### src/rtl/tty_pkg.sv
// Shared constants, state encoding and screen-address helper for the console terminal.
package tty_pkg;

  localparam int unsigned TTY_COLS = 80;
  localparam int unsigned TTY_ROWS = 60;

  localparam logic [7:0] CH_BS    = 8'h08;
  localparam logic [7:0] CH_LF    = 8'h0A;
  localparam logic [7:0] CH_FF    = 8'h0C;
  localparam logic [7:0] CH_CR    = 8'h0D;
  localparam logic [7:0] CH_SPACE = 8'h20;

  typedef enum logic [1:0] {
    IDLE,
    PUT,
    CLR_LINE,
    CLR_SCREEN
  } tty_state_t;

  // row*80 + col computed as row*64 + row*16 + col
  function automatic logic [12:0] cell_adr(input logic [5:0] row, input logic [6:0] col);
    return {1'b0, row, 6'b0} + {3'b0, row, 4'b0} + {6'b0, col};
  endfunction

endpackage

### src/rtl/console_tty.sv
// Text terminal: turns an ASCII byte stream into screen-RAM writes, keeping a cursor
// and clearing the next line (rather than scrolling) on line advance.
module console_tty
  import tty_pkg::*;
#(
  parameter int unsigned COLS = TTY_COLS,
  parameter int unsigned ROWS = TTY_ROWS
) (
  input  logic        clk_25mhz,
  input  logic        rst,
  input  logic [7:0]  char_i,
  input  logic        char_valid_i,
  output logic        char_ready_o,
  output logic [12:0] adr_o,
  output logic [31:0] dat_o,
  output logic [3:0]  sel_o,
  output logic        we_o,
  output logic        stb_o,
  input  logic        ack_i,
  output logic [6:0]  cur_col_o,
  output logic [5:0]  cur_row_o
);

  tty_state_t  state_q, state_d;
  logic [6:0]  col_q, col_d;
  logic [5:0]  row_q, row_d;
  logic [12:0] clr_q, clr_d;
  logic [7:0]  glyph_q, glyph_d;
  logic        adv_q, adv_d;

  logic        accept;
  logic        printable;
  logic [5:0]  row_inc;

  assign accept    = char_valid_i && char_ready_o;
  assign printable = (char_i >= 8'h20) && (char_i != 8'h7F);
  assign row_inc   = (row_q == 6'(ROWS - 1)) ? '0 : row_q + 6'd1;

  always_ff @(posedge clk_25mhz or posedge rst) begin
    if (rst) begin
      state_q <= IDLE;
      col_q   <= '0;
      row_q   <= '0;
      clr_q   <= '0;
      glyph_q <= '0;
      adv_q   <= 1'b0;
    end else begin
      state_q <= state_d;
      col_q   <= col_d;
      row_q   <= row_d;
      clr_q   <= clr_d;
      glyph_q <= glyph_d;
      adv_q   <= adv_d;
    end
  end

  always_comb begin
    state_d = state_q;
    col_d   = col_q;
    row_d   = row_q;
    clr_d   = clr_q;
    glyph_d = glyph_q;
    adv_d   = adv_q;
    case (state_q)
      IDLE: begin
        if (accept) begin
          if (printable) begin
            glyph_d = char_i;
            adv_d   = 1'b1;
            state_d = PUT;
          end else begin
            case (char_i)
              CH_CR: col_d = '0;
              CH_LF: begin
                col_d   = '0;
                row_d   = row_inc;
                clr_d   = cell_adr(row_inc, '0);
                state_d = CLR_LINE;
              end
              CH_BS: begin
                if (col_q != '0) begin
                  col_d   = col_q - 7'd1;
                  glyph_d = CH_SPACE;
                  adv_d   = 1'b0;
                  state_d = PUT;
                end
              end
              CH_FF: begin
                col_d   = '0;
                row_d   = '0;
                clr_d   = '0;
                state_d = CLR_SCREEN;
              end
              default: ;
            endcase
          end
        end
      end
      // Printable glyphs advance the cursor only once the write is acknowledged;
      // backspace has already moved it and just blanks the cell.
      PUT: begin
        if (ack_i) begin
          state_d = IDLE;
          if (adv_q) begin
            if (col_q == 7'(COLS - 1)) begin
              col_d   = '0;
              row_d   = row_inc;
              clr_d   = cell_adr(row_inc, '0);
              state_d = CLR_LINE;
            end else begin
              col_d = col_q + 7'd1;
            end
          end
        end
      end
      CLR_LINE: begin
        if (ack_i) begin
          if (clr_q == cell_adr(row_q, 7'(COLS - 1))) state_d = IDLE;
          else clr_d = clr_q + 13'd1;
        end
      end
      CLR_SCREEN: begin
        if (ack_i) begin
          if (clr_q == 13'(COLS * ROWS - 1)) state_d = IDLE;
          else clr_d = clr_q + 13'd1;
        end
      end
      default: state_d = IDLE;
    endcase
  end

  always_comb begin
    stb_o = (state_q != IDLE);
    we_o  = stb_o;
    sel_o = stb_o ? 4'b0001 : 4'b0000;
    adr_o = '0;
    dat_o = '0;
    case (state_q)
      PUT: begin
        adr_o = cell_adr(row_q, col_q);
        dat_o = {24'b0, glyph_q};
      end
      CLR_LINE, CLR_SCREEN: begin
        adr_o = clr_q;
        dat_o = {24'b0, CH_SPACE};
      end
      default: ;
    endcase
  end

  assign char_ready_o = (state_q == IDLE) && !rst;
  assign cur_col_o    = col_q;
  assign cur_row_o    = row_q;

endmodule

### config.mk
export PLATFORM = sky130hd
export DESIGN_NAME = console_tty
export DESIGN_NICKNAME = d
export VERILOG_FILES = /design/src/rtl/tty_pkg.sv /design/src/rtl/console_tty.sv
export SDC_FILE = /design/constraint.sdc
export NUM_CORES = 1
export LEC_CHECK = 0
export ABC_AREA = 1
export CAP_MARGIN = 30
export CORE_ASPECT_RATIO = 1.2
export CORE_UTILIZATION = 44
export DETAILED_ROUTE_END_ITERATION = 10
export MAX_ROUTING_LAYER = met4
export PLACE_DENSITY = 0.77
export SLEW_MARGIN = 30
export SYNTH_ARGS = -nofsm -noshare
export SYNTH_HDL_FRONTEND = slang
export SYNTH_SLANG_ARGS = --single-unit
### constraint.sdc
create_clock -name clk_25mhz -period 2.88 [get_ports clk_25mhz]
set_input_delay 0.72 -clock clk_25mhz [delete_from_list [all_inputs] [get_ports clk_25mhz]]
set_output_delay 0.72 -clock clk_25mhz [all_outputs]
set_load 0.005 [all_outputs]
# [Word level (Yosys, flattened, before mapping)]
# Index checks and enable logic that the tools add are counted.
[totals] ff_bits=37 elab_cells=108
[op_classes] mux=48 n_eq_ne=28 n_addsub=8 reduce_logical=17 n_lt_le_gt_ge=1
[op_table] op="two-way mux 13 bit" n=9
[op_table] op="case mux 13 bit (2 select lines)" n=2
[op_table] op="case mux 13 bit (4 select lines)" n=1
[op_table] op="two-way mux 7 bit" n=6
[op_table] op="two-way mux 6 bit" n=6
[op_table] op="equality test 8 x 4 -> 1 bit (second input constant)" n=4
[op_table] op="case mux 7 bit (2 select lines)" n=2
[op_table] op="adder 12 x 10 -> 13 bit" n=2
[op_table] op="two-way mux 8 bit" n=3
[op_table] op="case mux 6 bit (2 select lines)" n=2
[op_table] op="inequality test 2 bit (second input constant)" n=11
[op_table] op="two-way mux 2 bit" n=10
[op_table] op="case mux 8 bit (2 select lines)" n=1
[op_table] op="AND reduction 7 bit" n=2
[op_table] op="adder 13 x 1 -> 13 bit (second input constant)" n=1
[op_table] op="adder 13 x 7 -> 13 bit" n=1
[op_table] op="adder 13 x 7 -> 13 bit (second input constant)" n=1
[op_table] op="equality test 13 bit" n=1
[op_table] op="equality test 13 bit (second input constant)" n=1
[op_table] op="AND reduction 10 bit" n=1
[op_table] op="greater-or-equal comparator 8 x 6 -> 1 bit (second input constant)" n=1
[op_table] op="inequality test 8 x 7 -> 1 bit (second input constant)" n=1
[op_table] op="case mux 2 bit (4 select lines)" n=1
[op_table] op="AND reduction 8 bit" n=1
[op_table] op="other kinds (22)" n=31

# [Longest topological paths before layout]
[depth] word_depth=7 depth_mapped=17

# [Least setup slack after synthesis]
# No wires, ideal clock.
[synth_timing] path_type="register to output" from="register row_q[0] (netlist: cur_row_o[0])" to="output adr_o[12]" path_stages_with_launch=11 t_required_ns=2.160 n_path_buf=0 slack_ns=0.179 t_arrival_ns=1.981 cell_sequence="dfrtp_1 ha_1 fa_1 nand3_1 a21oi_1 nand2_1 nor2_1 inv_1 o21ai_0 nand2_1 o21ai_0"
[synth_between] elab_chain_len=3
[synth_rtl] item="start, declared" line_no="console_tty.sv:26" rtl="logic [5:0] row_q, row_d;"
[synth_rtl] item="start signal, assigned" line_no="console_tty.sv:50" rtl="row_q <= row_d;"
[synth_rtl] item="adder 12 x 10 -> 13 bit" line_no="tty_pkg.sv:22" rtl="return {1'b0, row, 6'b0} + {3'b0, row, 4'b0} + {6'b0, col};"
[synth_rtl] item="adder 13 x 7 -> 13 bit" line_no="tty_pkg.sv:22"
[synth_rtl] item="case mux 13 bit (2 select lines)" line_no="console_tty.sv:138" rtl="case (state_q)"
[synth_rtl] item="end, declared" line_no="console_tty.sv:14" rtl="output logic [12:0] adr_o,"
# No other way between the ends.

# [Worst setup path in the final report]
# Same ends and word-level chain as after synthesis.

==> qor.csv <==
stage;metric;value;unit
timing;holdWs;525;ps
route;drc;0;
route;vias_per_cell;5.35;
cells_and_area;drive_above_1_share;21.2;%
timing;fin_crit_sh;104;%
timing;slew_headroom;55.9;%
route;via_count;4146;
cells_and_area;antennaDiodeCount;0;
worst_setup_path;cp.required;2160;ps
min_path;holdCritPathClass;flip-flop to flip-flop;
run_status;outcome;complete, but fails checks;
timing;grt_setup_unrepaired;yes;
cells_and_area;layout_commonest_cell;nand2_1;
die;row_count;36;
timing;finalCriticalPeriod;3010;ps
route;wl_per_cell;14.8;um
die;pin_count;77;
cells_and_area;area_growth;33.4;%
worst_setup_path;path_cells;ha_4, fa_2, nand3_2, a21oi_2, nand2_1, nor2_1, inv_1, o21ai_2, nand2_1, o21ai_1, buf_2;
yosys;synth_cells;576;
placed_design;dp_hpwl;8570;um
yosys;ys_types;38;
run_status;failed_checks;negative setup slack;
cells_and_area;fin_cells;775;
clock_tree;clk_path_buf_depth;2;
route;routed_wl;11500;um
global_routing;overflow;0;
die;core;8110;um^2
cells_and_area;final_util;60.7;%
global_routing;grtUsageTotal;27.7;%
power;irDropWorstVdd;669;uV
timing;setup-violations-final;5;
worst_setup_path;cp-start-kind;flip-flop;
timing;tightest_slew;658;ps
die;dieArea;8760;um^2
die;die_h;102;um
worst_setup_path;worstPathMaxFanout;2;
yosys;yosys_warnings;0;
worst_setup_path;worst-path-buf-inv;2;
yosys;synth-seq-area-share;25.1;%
yosys;synthFlopType;dfrtp_1;
global_routing;antenna_found_initial;0;
clock_tree;root_buffer;clkbuf_8;
die;fp.dieW;85.6;um
worst_setup_path;cp-end-kind;output pin;
yosys;async_flop_share;100;%
global_routing;grt_pass1_wl;18500;um
clock_tree;clk_latency;290;ps
timing;skew;6.63;ps
route;ant_nets;0;
timing;drv_slew;0;
cells_and_area;nets;713;
worst_setup_path;critical-path-max-stage-delay;550;ps
timing;fin_tns_setup;-286;ps
clock_tree;htree_levels;2;
flow_run;maxCapViolations;0;
global_routing;top_usage_layer;met2;
global_routing;met3_usage;3.23;%
clock_tree;cts.sinks;37;
clock_tree;cts-buffers-inserted;5;
placed_design;io_buffers;49;
worst_setup_path;slowest_stage;fa_2;
worst_setup_path;cp.arrival;2290;ps
clock_tree;cts_tree;yes;
clock_tree;clk_pin_slew;70;ps
power;p_per_area;1270;nW/um^2
global_routing;grt_pass1_vias;3989;
worst_setup_path;crit_type;flip-flop to output pin;
route;dr.pass1.iters;5;
global_routing;grtUsageMet1;31.0;%
yosys;syn_area_per_cell;6.41;um^2
yosys;synth_edf_count;0;
die;start_util;45.5;%
worst_setup_path;worst_path_most_repeated_cell;nand2_1;
placed_design;finalWeightedCongestion;0.960;
timing;layout_setup_ws;-125;ps
timing;finalHoldViolations;0;
global_routing;grt_start_max_net_pins;38;
cells_and_area;layout_common_cells;122 x nand2_1, 72 x inv_1, 69 x nand3_1, 55 x buf_4, 51 x nor2_1;
route;first_iter_violations;253;
worst_setup_path;crit_family;adder cells;
timing;fmax;333;MHz
global_routing;use_met2;48.6;%
yosys;ys_ff_latch;37;
worst_setup_path;ff2ff_setup_slack;10;ps
placed_design;dp_cells;759;
power;p_leak;2.42;nW
yosys;syn_area;3690;um^2
## cells by family after synthesis
logic type | synth area share (%)
other cells | 0.102
buf+inv | 15.5
compound gates | 12.2
simple gates | 37.4
fa+ha+maj | 7.39
flops | 25.1
xor+xnor | 2.37
## path summary, 6_finish.rpt
| path | start | cells past startpoint | end |
|---|---|---|---|
| hold reg to reg | clr_q[3]$_DFFE_PP0P_ | 2 | clr_q[3]$_DFFE_PP0P_ |
| max in group asynchronous | rst | 3 | cur_row_o[3]$_DFFE_PP0P_ |
| min in group asynchronous | rst | 3 | state_q[0]$_DFFE_PP0P_ |
| setup reg to reg | cur_row_o[0]$_DFFE_PP0P_ | 16 | clr_q[0]$_DFFE_PP0P_ |
| hold / removal | clr_q[3]$_DFFE_PP0P_ | 2 | clr_q[3]$_DFFE_PP0P_ |
| setup / recovery | cur_row_o[0]$_DFFE_PP0P_ | 11 | adr_o[12] |
## where the power goes
part | switching [mW] | internal [mW]
logic | 2.76 | 2.17
registers | 0.251 | 0.734
clock network | 0.188 | 0.160
total | 3.20 | 3.06
## layer usage
metal  up-vias  part of all wire [%]  wire, um
met3        37                   5.0       573
met1      1904                    41      4670
met4         0                   4.5       514
met2       161                    50      5720
li1       2044                     -         -
met5         -                     0         0
## worst register-to-register path: stages, from the launching register on
cell and delay [ps]:
dfrtp_1 420, ha_4 180, fa_2 550, buf_6 110
buf_6 90, ha_4 190, xor2_1 130, nor2_1 110
nand3_1 100, nor2_1 110, nand3_1 120, nor2_4 170
nand4_4 140, buf_6 180, nand2_8 100, nand2_2 50
nand2_1 60
## per-stage QoR
step / worst slack, ps / cell area [um^2] / power [mW]
after floorplan: 179 / 3790 / 3.50
after global placement: -265 / 4510 / 5.12
after detailed placement: -288 / 4520 / 5.23
after CTS: -127 / 4730 / 5.84
after global routing: -276 / 4920 / 6.79
final: -125 / 4920 / 6.26
## repair_timing
item,in CTS,in global routing
hold endpoints to repair,0,0
cloned,1,0
resized for setup,47,53
pin swaps,10,24
setup buffers,8,2
hold buffers,0,0
setup endpoints to repair,11,21
## flip-flops by register name, summed over array words and instances, names as in the netlist
signal,flops
adv_q,1
clr_q,13
cur_col_o,7
cur_row_o,6
glyph_q,8
state_q,2
## synth_stat cells (4+ instances only)
master,n,share of area [%]
nand3_1,74,10
o22ai_1,15,2.5
nor3_1,6,0.81
nor4_1,4,0.68
dfrtp_1,37,25
ha_1,17,5.8
a21oi_1,14,1.9
inv_1,76,7.7
buf_4,30,6.1
clkbuf_1,5,0.51
nand4_1,12,2.0
nor2_1,55,5.6
o21ai_0,42,5.7
xor2_1,8,1.9
nand2_1,144,15
## area by class of cell
type                       count  area [um^2]
timing repair buffer         111          950
clock buffer                   5         68.8
inverter                      77          289
clock inverter                 1         5.00
fill                         751         3190
tap                           95          119
sequential                    37          928
multi-input combinational    449         2560
Note: power is estimated with default switching activity, not from simulation.
